### config.mk
export PLATFORM = sky130hd
export DESIGN_NAME = fetch_stage
export DESIGN_NICKNAME = d
export VERILOG_FILES = /design/src/rtl/cpu_pkg.sv /design/src/rtl/fetch_stage_if_id_reg.sv /design/src/rtl/fetch_stage.sv
export SDC_FILE = /design/constraint.sdc
export NUM_CORES = 1
export LEC_CHECK = 0
export CELL_PAD_IN_SITES_DETAIL_PLACEMENT = 0
export CELL_PAD_IN_SITES_GLOBAL_PLACEMENT = 2
export CORE_MARGIN = 2
export CORE_UTILIZATION = 31
export DETAILED_ROUTE_END_ITERATION = 16
export PLACE_DENSITY_LB_ADDON = 0.1
export SLEW_MARGIN = 30
export SYNTH_ARGS = -nofsm -noshare
export SYNTH_HDL_FRONTEND = slang
export SYNTH_HIERARCHICAL = 1
export SYNTH_SLANG_ARGS = --single-unit
### constraint.sdc
create_clock -name clk -period 5.4 [get_ports clk]
set_clock_uncertainty 0.1 [all_clocks]
set_input_delay 1.08 -clock clk [delete_from_list [all_inputs] [get_ports clk]]
set_output_delay 1.08 -clock clk [all_outputs]
set_load 0.02 [all_outputs]
### src/rtl/cpu_pkg.sv
// Shared types and constants for the ARM pipeline stages.
package cpu_pkg;

    localparam int unsigned WORD_WIDTH = 32;
    localparam int unsigned PC_STEP    = 4;

    localparam logic [WORD_WIDTH-1:0] NOP_INSTR = 32'h0000_0000;

    typedef enum logic {
        FS_BOOT  = 1'b0,
        FS_FETCH = 1'b1
    } fetch_state_e;

    // IF/ID pipeline register payload.
    typedef struct packed {
        logic [WORD_WIDTH-1:0] pc;
        logic [WORD_WIDTH-1:0] instruction;
        logic                  valid;
    } if_id_t;

    // Force a byte address onto a word boundary.
    function automatic logic [WORD_WIDTH-1:0] align_word(input logic [WORD_WIDTH-1:0] addr);
        return {addr[WORD_WIDTH-1:2], 2'b00};
    endfunction

endpackage

### src/rtl/fetch_stage_if_id_reg.sv
// Generic pipeline register with load / hold / flush and a valid bit.
module if_id_reg
    import cpu_pkg::*;
#(
    parameter logic [WORD_WIDTH-1:0] FLUSH_INSTR = NOP_INSTR
) (
    input  logic   clk,
    input  logic   rst_n,
    input  logic   load,
    input  logic   flush,
    input  if_id_t d,
    output if_id_t q
);

    if_id_t bubble;

    // Bubble payload used on reset and flush.
    always_comb begin
        bubble             = '0;
        bubble.pc          = '0;
        bubble.instruction = FLUSH_INSTR;
        bubble.valid       = 1'b0;
    end

    // Flush outranks load; neither means hold.
    always_ff @(posedge clk or negedge rst_n) begin
        if (!rst_n) begin
            q <= bubble;
        end else if (flush) begin
            q <= bubble;
        end else if (load) begin
            q <= d;
        end
    end

endmodule

### src/rtl/fetch_stage.sv
// Instruction-fetch stage: PC register, boot/fetch FSM, IF/ID capture, fetch counter.
module fetch_stage
    import cpu_pkg::*;
#(
    parameter logic [31:0] RESET_PC  = 32'h0000_0000,
    parameter logic [31:0] NOP_INSTR = cpu_pkg::NOP_INSTR
) (
    input  logic                  clk,
    input  logic                  rst_n,
    input  logic                  freeze,
    input  logic                  branch_taken,
    input  logic [WORD_WIDTH-1:0] branch_addr,
    input  logic [WORD_WIDTH-1:0] imem_instruction,
    output logic [WORD_WIDTH-1:0] pc_out,
    output logic [WORD_WIDTH-1:0] if_id_pc,
    output logic [WORD_WIDTH-1:0] if_id_instruction,
    output logic                  if_id_valid,
    output logic [WORD_WIDTH-1:0] fetch_count
);

    fetch_state_e          state_q, state_d;
    logic [WORD_WIDTH-1:0] pc_q, pc_d, pc_plus4;
    logic [WORD_WIDTH-1:0] count_q;
    logic                  ifid_load, ifid_flush, count_inc;
    if_id_t                ifid_d, ifid_q;

    // State, PC register; pc_out is taken straight from the flop.
    always_ff @(posedge clk or negedge rst_n) begin
        if (!rst_n) begin
            state_q <= FS_BOOT;
            pc_q    <= RESET_PC;
        end else begin
            state_q <= state_d;
            pc_q    <= pc_d;
        end
    end

    // Next state, next PC and IF/ID controls; redirect outranks freeze.
    always_comb begin
        state_d                = state_q;
        pc_d                   = pc_q;
        ifid_load              = 1'b0;
        ifid_flush             = 1'b0;
        count_inc              = 1'b0;
        pc_plus4               = pc_q + WORD_WIDTH'(PC_STEP);
        ifid_d                 = '0;
        ifid_d.pc              = pc_plus4;
        ifid_d.instruction     = imem_instruction;
        ifid_d.valid           = 1'b1;
        case (state_q)
            FS_BOOT: begin
                state_d    = FS_FETCH;
                ifid_flush = 1'b1;
            end
            FS_FETCH: begin
                if (branch_taken) begin
                    pc_d       = align_word(branch_addr);
                    ifid_flush = 1'b1;
                end else if (!freeze) begin
                    pc_d      = pc_plus4;
                    ifid_load = 1'b1;
                    count_inc = 1'b1;
                end
            end
            default: begin
                state_d = FS_BOOT;
            end
        endcase
    end

    // Retired-fetch counter: counts only valid captures into IF/ID.
    always_ff @(posedge clk or negedge rst_n) begin
        if (!rst_n) begin
            count_q <= '0;
        end else if (count_inc) begin
            count_q <= count_q + WORD_WIDTH'(1);
        end
    end

    if_id_reg #(
        .FLUSH_INSTR (NOP_INSTR)
    ) u_if_id_reg (
        .clk   (clk),
        .rst_n (rst_n),
        .load  (ifid_load),
        .flush (ifid_flush),
        .d     (ifid_d),
        .q     (ifid_q)
    );

    assign pc_out            = pc_q;
    assign if_id_pc          = ifid_q.pc;
    assign if_id_instruction = ifid_q.instruction;
    assign if_id_valid       = ifid_q.valid;
    assign fetch_count       = count_q;

endmodule

# ---- Word level (Yosys, flattened, before mapping)
# Cells that the tools add are included.
dict set report classes {
  n_bitwise 1
  add_sub_neg 2
  n_reduce_logical 2
  n_eq_ne 1
  muxes 9
}
# op count
set op_table {}
lappend op_table {{$mux 65} 2}
lappend op_table {{$mux 32} 2}
lappend op_table {{$add 32x1->32 const B} 1}
lappend op_table {{$add 32x3->32 const B} 1}
lappend op_table {{$mux 1} 4}
lappend op_table {{$ne 2x1->1 const B} 1}
lappend op_table {{$pmux 1 s2} 1}
lappend op_table {{$reduce_and 2->1} 1}
lappend op_table {{$reduce_bool 2->1} 1}
lappend op_table {{$not 1->1} 1}
dict set report totals {
  elab_cells 21
  ff_bits 130
  in_bits 68
  output_inout_bits 129
}

# ---- Logic depth before layout (Yosys ltp)
dict set report depth {
  ltp_word 5
  mapped_depth 8
  mapped_depth_nobuf 8
}

# ---- Hierarchy
# Netlist, hierarchy kept.
# module instances area_each_um2 cells_per_inst seq_area_each_um2
set by_module_without_submodules {}
lappend by_module_without_submodules {fetch_stage 1 3797.4 432 1576.5}
lappend by_module_without_submodules {if_id_reg 1 2667.6 209 1626.6}

# ---- Least setup slack after synthesis
# Ideal clock, no wire load.
dict set report synth_path {
  path_type {input port to flip-flop}
  start {in branch_taken}
  end {reg count_q[30] (netlist: fetch_count[30])}
  t_arrival_ns 2.506
  path_slack_ns 2.664
  t_required_ns 5.171
  stages 6
  n_path_buf 1
  setup_time_ns 0.129
  path_cell_list {or3b_1 -> buf_6 -> nor4_4 -> and3b_1 -> nand4_1 -> xnor2_1}
}
dict set report synth_between {
  elab_chain_len 2
}
# element line_no
set synth_lines {}
lappend synth_lines {{start: declaration} fetch_stage.sv:11} ;# input logic branch_taken,
lappend synth_lines {{$mux 1} fetch_stage.sv:56} ;# if (branch_taken) begin
lappend synth_lines {{$mux 1} fetch_stage.sv:50} ;# case (state_q)
lappend synth_lines {{end signal: assignment} fetch_stage.sv:76} ;# count_q <= count_q + WORD_WIDTH'(1);
lappend synth_lines {{end: declaration} fetch_stage.sv:23} ;# logic [WORD_WIDTH-1:0] count_q;
# Every way passes these cells.
# A chain may end at the register's enable or synchronous reset.

# ---- Worst setup path in the final report
dict set report layout_path {
  start {in branch_taken}
  end {reg u_if_id_reg/q[29] (netlist name)}
}
dict set report layout_between {
  elab_chain_len 3
  elab_cells_between_ends 6
  classes_between {mux (5); reduce/logical (1)}
}
# element line_no
set layout_lines {}
lappend layout_lines {{$mux 1 (*)} fetch_stage.sv:56}
lappend layout_lines {{$pmux 1 s2 (*)} fetch_stage.sv:50}
lappend layout_lines {{via ifid_flush} fetch_stage.sv:24} ;# logic ifid_load, ifid_flush, count_inc;
lappend layout_lines {{$mux 65 / $reduce_bool 2->1 (equally long branches)} --}
lappend layout_lines {{end signal: assignment} fetch_stage_if_id_reg.sv:28} ;# q <= bubble;
lappend layout_lines {{end signal: assignment} fetch_stage_if_id_reg.sv:30} ;# q <= bubble;
lappend layout_lines {{end: declaration} fetch_stage_if_id_reg.sv:12} ;# output if_id_t q
# The timed path passes the listed nets; every way through them passes the cells marked *.

==> impl_metrics.prom <==
# TYPE chip_impl_metric gauge
chip_impl_info{name="outcome",value="finished, final reports clean"} 1
chip_impl_metric{name="synth_top_area_share",unit="%"} 49.5
chip_impl_metric{name="cts-buffers-inserted",unit=""} 17
chip_impl_metric{name="syn-cell-area",unit="um^2"} 6460
chip_impl_metric{name="areaGrowthSynthToFinish",unit="%"} 42.4
chip_impl_metric{name="synthDistinctLibCells",unit=""} 49
chip_impl_metric{name="worstPathRequired",unit="ns"} 5.58
chip_impl_metric{name="synthesis.area_per_instance",unit="um^2"} 10.1
chip_impl_info{name="r2r_end",value="fetch_count[30]"} 1
chip_impl_metric{name="io_pins",unit=""} 197
chip_impl_metric{name="synth_async_sr_flop_share",unit="%"} 100
chip_impl_metric{name="synth-warning-count",unit=""} 6
chip_impl_info{name="startpoint_types",value="input pin"} 1
chip_impl_info{name="ys_dominant_reg_cell",value="dfrtp_1"} 1
chip_impl_metric{name="portBuffers",unit=""} 192
chip_impl_info{name="netlist.top_cell.by_area",value="dfrtp_1"} 1
chip_impl_metric{name="hold-path-cell-count",unit=""} 1
chip_impl_info{name="synth_most_common_cell",value="dfrtp_1"} 1
chip_impl_metric{name="route.antenna.remaining_nets",unit=""} 0
chip_impl_metric{name="max_freq",unit="GHz"} 0.279
chip_impl_metric{name="postCtsResizedCells",unit=""} 0
chip_impl_info{name="holdCritStartpoint",value="fetch_count[31]"} 1
chip_impl_metric{name="postSynthCellCount",unit=""} 641
chip_impl_info{name="end_kind",value="register"} 1
chip_impl_metric{name="worstPathArrival",unit="ns"} 3.77
chip_impl_info{name="cts_root_buffer",value="clkbuf_16"} 1
chip_impl_metric{name="cts_setup_buffers",unit=""} 0
chip_impl_metric{name="finalSetupViolCount",unit=""} 0
chip_impl_info{name="critPathKind",value="in2reg"} 1
chip_impl_metric{name="drt-pass1-iter-count",unit=""} 4
chip_impl_metric{name="total_leakage_power",unit="uW"} 0.00379
chip_impl_metric{name="post_route_cells_drive_above_1_share",unit="%"} 6.10
chip_impl_metric{name="reg2regPathDepth",unit=""} 5
chip_impl_metric{name="routedWlPerCell",unit="um"} 16.8
chip_impl_metric{name="die_h",unit="um"} 148
chip_impl_metric{name="cell_internal_pwr",unit="uW"} 2060
chip_impl_metric{name="total_detailed_routing_wirelength",unit="um"} 18600
chip_impl_metric{name="totalPowerFinal",unit="uW"} 2870
chip_impl_metric{name="clock_power_share",unit="%"} 43.3
chip_impl_metric{name="drt_drc_violations_left",unit=""} 0
chip_impl_metric{name="power.ir.vdd_worst",unit="uV"} 214
chip_impl_metric{name="tritoncts_num_sinks",unit=""} 128
chip_impl_metric{name="switchingPower",unit="uW"} 810
chip_impl_metric{name="drt-vias-per-instance",unit=""} 4.86
chip_impl_info{name="grt_setup_unrepaired",value="false"} 1
chip_impl_metric{name="synth_sequential_area_ratio",unit="%"} 49.5
chip_impl_metric{name="fin_hold_ws",unit="ns"} 0.368
chip_impl_metric{name="overflow",unit=""} 0
chip_impl_metric{name="holdBufCountCts",unit=""} 0
chip_impl_metric{name="cts-htree-levels",unit=""} 4
chip_impl_info{name="synthTopCellsByCount",value="dfrtp_1 (128), nor2_1 (103), mux2i_1 (70)"} 1
chip_impl_metric{name="routabilityCongestion",unit=""} 0.782
chip_impl_metric{name="initial_utilization",unit="%"} 31.7
chip_impl_metric{name="max_cap_violations",unit=""} 0
chip_impl_metric{name="filler_cell_count",unit=""} 1952
chip_impl_metric{name="remaining_max_slew_budget_at_the_tightest_pin",unit="%"} 44.2
chip_impl_info{name="yosys-top-cells-area",value="dfrtp_1 (50%), mux2i_1 (11%), nor2_1 (6.0%)"} 1
chip_impl_info{name="tritoncts",value="done"} 1
chip_impl_metric{name="setup_tns_final",unit="ns"} 0
chip_impl_metric{name="antenna_found_initial",unit=""} 0
chip_impl_metric{name="dr_total_vias",unit=""} 5382
chip_impl_metric{name="cts.clk_slew.worst_paths",unit="ns"} 0.06
chip_impl_metric{name="max_slew.worst_pin.slew",unit="ns"} 0.829
chip_impl_metric{name="placed_cells",unit=""} 1073
chip_impl_metric{name="swShare",unit="%"} 28.2
chip_impl_metric{name="placementRows",unit=""} 52
chip_impl_metric{name="grt_util_all_layers",unit="%"} 17.1
chip_impl_metric{name="grt_start_max_net_pins",unit=""} 92
chip_impl_metric{name="die_w",unit="um"} 148
chip_impl_metric{name="fin_crit",unit="ns"} 3.58
chip_impl_metric{name="post_dp_cell_area",unit="um^2"} 8540
chip_impl_metric{name="hold_violations",unit=""} 0
chip_impl_metric{name="combinational_power_share",unit="%"} 17.3
chip_impl_metric{name="final_net_count",unit=""} 893
chip_impl_metric{name="count_of_flip_flops_with_a_built_in_enable_after_synthesis",unit=""} 0
chip_impl_metric{name="fin_cells",unit=""} 1107
chip_impl_metric{name="synth.ff_latch_count",unit=""} 128
chip_impl_metric{name="crit_path_max_fanout",unit=""} 47
chip_impl_metric{name="power-per-cell-area",unit="nW/um^2"} 312
chip_impl_metric{name="detail_route.iter0.violations",unit=""} 251
chip_impl_metric{name="vias_in_the_first_global_route",unit=""} 5365
chip_impl_info{name="min_delay_worst_endpoint",value="fetch_count[31]"} 1
chip_impl_metric{name="finalCritPeriodShare",unit="%"} 66.4
chip_impl_metric{name="seq_power_share",unit="%"} 39.4
chip_impl_metric{name="final_cell_area",unit="um^2"} 9210
chip_impl_metric{name="report.final.slew_viol_count",unit=""} 0
chip_impl_metric{name="clockBufferDepth",unit=""} 2
chip_impl_metric{name="r2r_slack",unit="ns"} 2.64
chip_impl_metric{name="dpl_hpwl",unit="um"} 12900
chip_impl_metric{name="fp.dieArea",unit="um^2"} 22000
chip_impl_metric{name="clkLatencyLatePin",unit="ns"} 0.41
chip_impl_info{name="critical_path.reg2reg.startpoint",value="state_q"} 1
chip_impl_info{name="holdCritPathClass",value="reg2reg"} 1
chip_impl_metric{name="global_route_wire_length_before_repair",unit="um"} 29600
chip_impl_metric{name="core_area",unit="um^2"} 20400
-- power by group through the flow --
stage | Sequential, uW | Combinational (uW) | Clock [uW]
4_1_cts | 1130 | 502 | 1270
6_report | 1130 | 496 | 1240
5_1_grt | 1150 | 540 | 1320
2_1_floorplan | 1170 | 217 | 0
3_3_place_gp | 1140 | 496 | 0
3_5_place_dp | 1150 | 499 | 0
-- cell usage in the layout, fill, tap and decap left out, drive strengths merged, types with 18 or more instances in the layout --
cell	count
clkdlybuf4s50	191
dfrtp	128
nor2	103
mux2i	70
nand2	47
xnor2	40
nand3	32
nand4	24
o21ai	24
xor2	19
and3	19
clkbuf	19
a21oi	18
-- per-stage QoR --
stage,utilization [%],worst slack [ns]
after floorplan,-,2.66
after global placement,41.9,1.44
after detailed placement,41.9,1.33
after CTS,45.1,1.78
after global routing,45.2,1.53
final,45.2,1.82
-- routing by layer --
layer,share of wire (%),GRT usage [%]
met5,0,0
met4,1.7,5.81
met3,5.5,4.02
met2,46,26.7
met1,47,23.5
-- critical path: stages --
cell and delay [ns]:
clkdlybuf4s50_1 0.48, buf_4 0.44, inv_1 0.48, nand2_2 0.71, buf_4 0.44, nor2_1 0.10
-- cells by family after synthesis --
family,Yosys count,synth area share [%]
adders and majority gates,2,0.387
and+or+nand+nor,256,19.4
DFF,128,49.5
xor gates and xnor gates,59,7.99
other,2,0.116
muxes,70,10.8
AOI/OAI and AO/OA,74,7.05
buffers and inverters,50,4.65
-- sequential cells by signal, summed over array words and instances (netlist names) --
name and count:
fetch_count 32, pc_out 30, u_if_id_reg/q 65, state_q 1
-- worst max-delay path by stage --
stage / startpoint / to / slack [ns]
6_report: branch_taken / u_if_id_reg/q[29] / 1.82
5_1_grt: branch_taken / u_if_id_reg/q[29] / 1.53
4_1_cts: branch_taken / u_if_id_reg/q[60] / 1.78
3_5_place_dp: branch_taken / u_if_id_reg/q[60] / 1.33
3_3_place_gp: branch_taken / u_if_id_reg/q[20] / 1.44
2_1_floorplan: branch_taken / fetch_count[30] / 2.66
-- layout make-up --
| type | instances | area [um^2] | share of cell area (%) |
|---|---|---|---|
| sequential | 128 | 3200 | 34.8 |
| multi-input combinational | 467 | 2990 | 32.4 |
| timing repair buffer | 199 | 2000 | 21.7 |
| clock buffer | 19 | 453 | 4.92 |
| tap | 270 | 338 | 3.67 |
| clock inverter | 13 | 184 | 2.00 |
| inverter | 10 | 42.5 | 0.462 |
| antenna | 1 | 2.50 | 0.0272 |
Note: power is estimated with default switching activity, not from simulation.
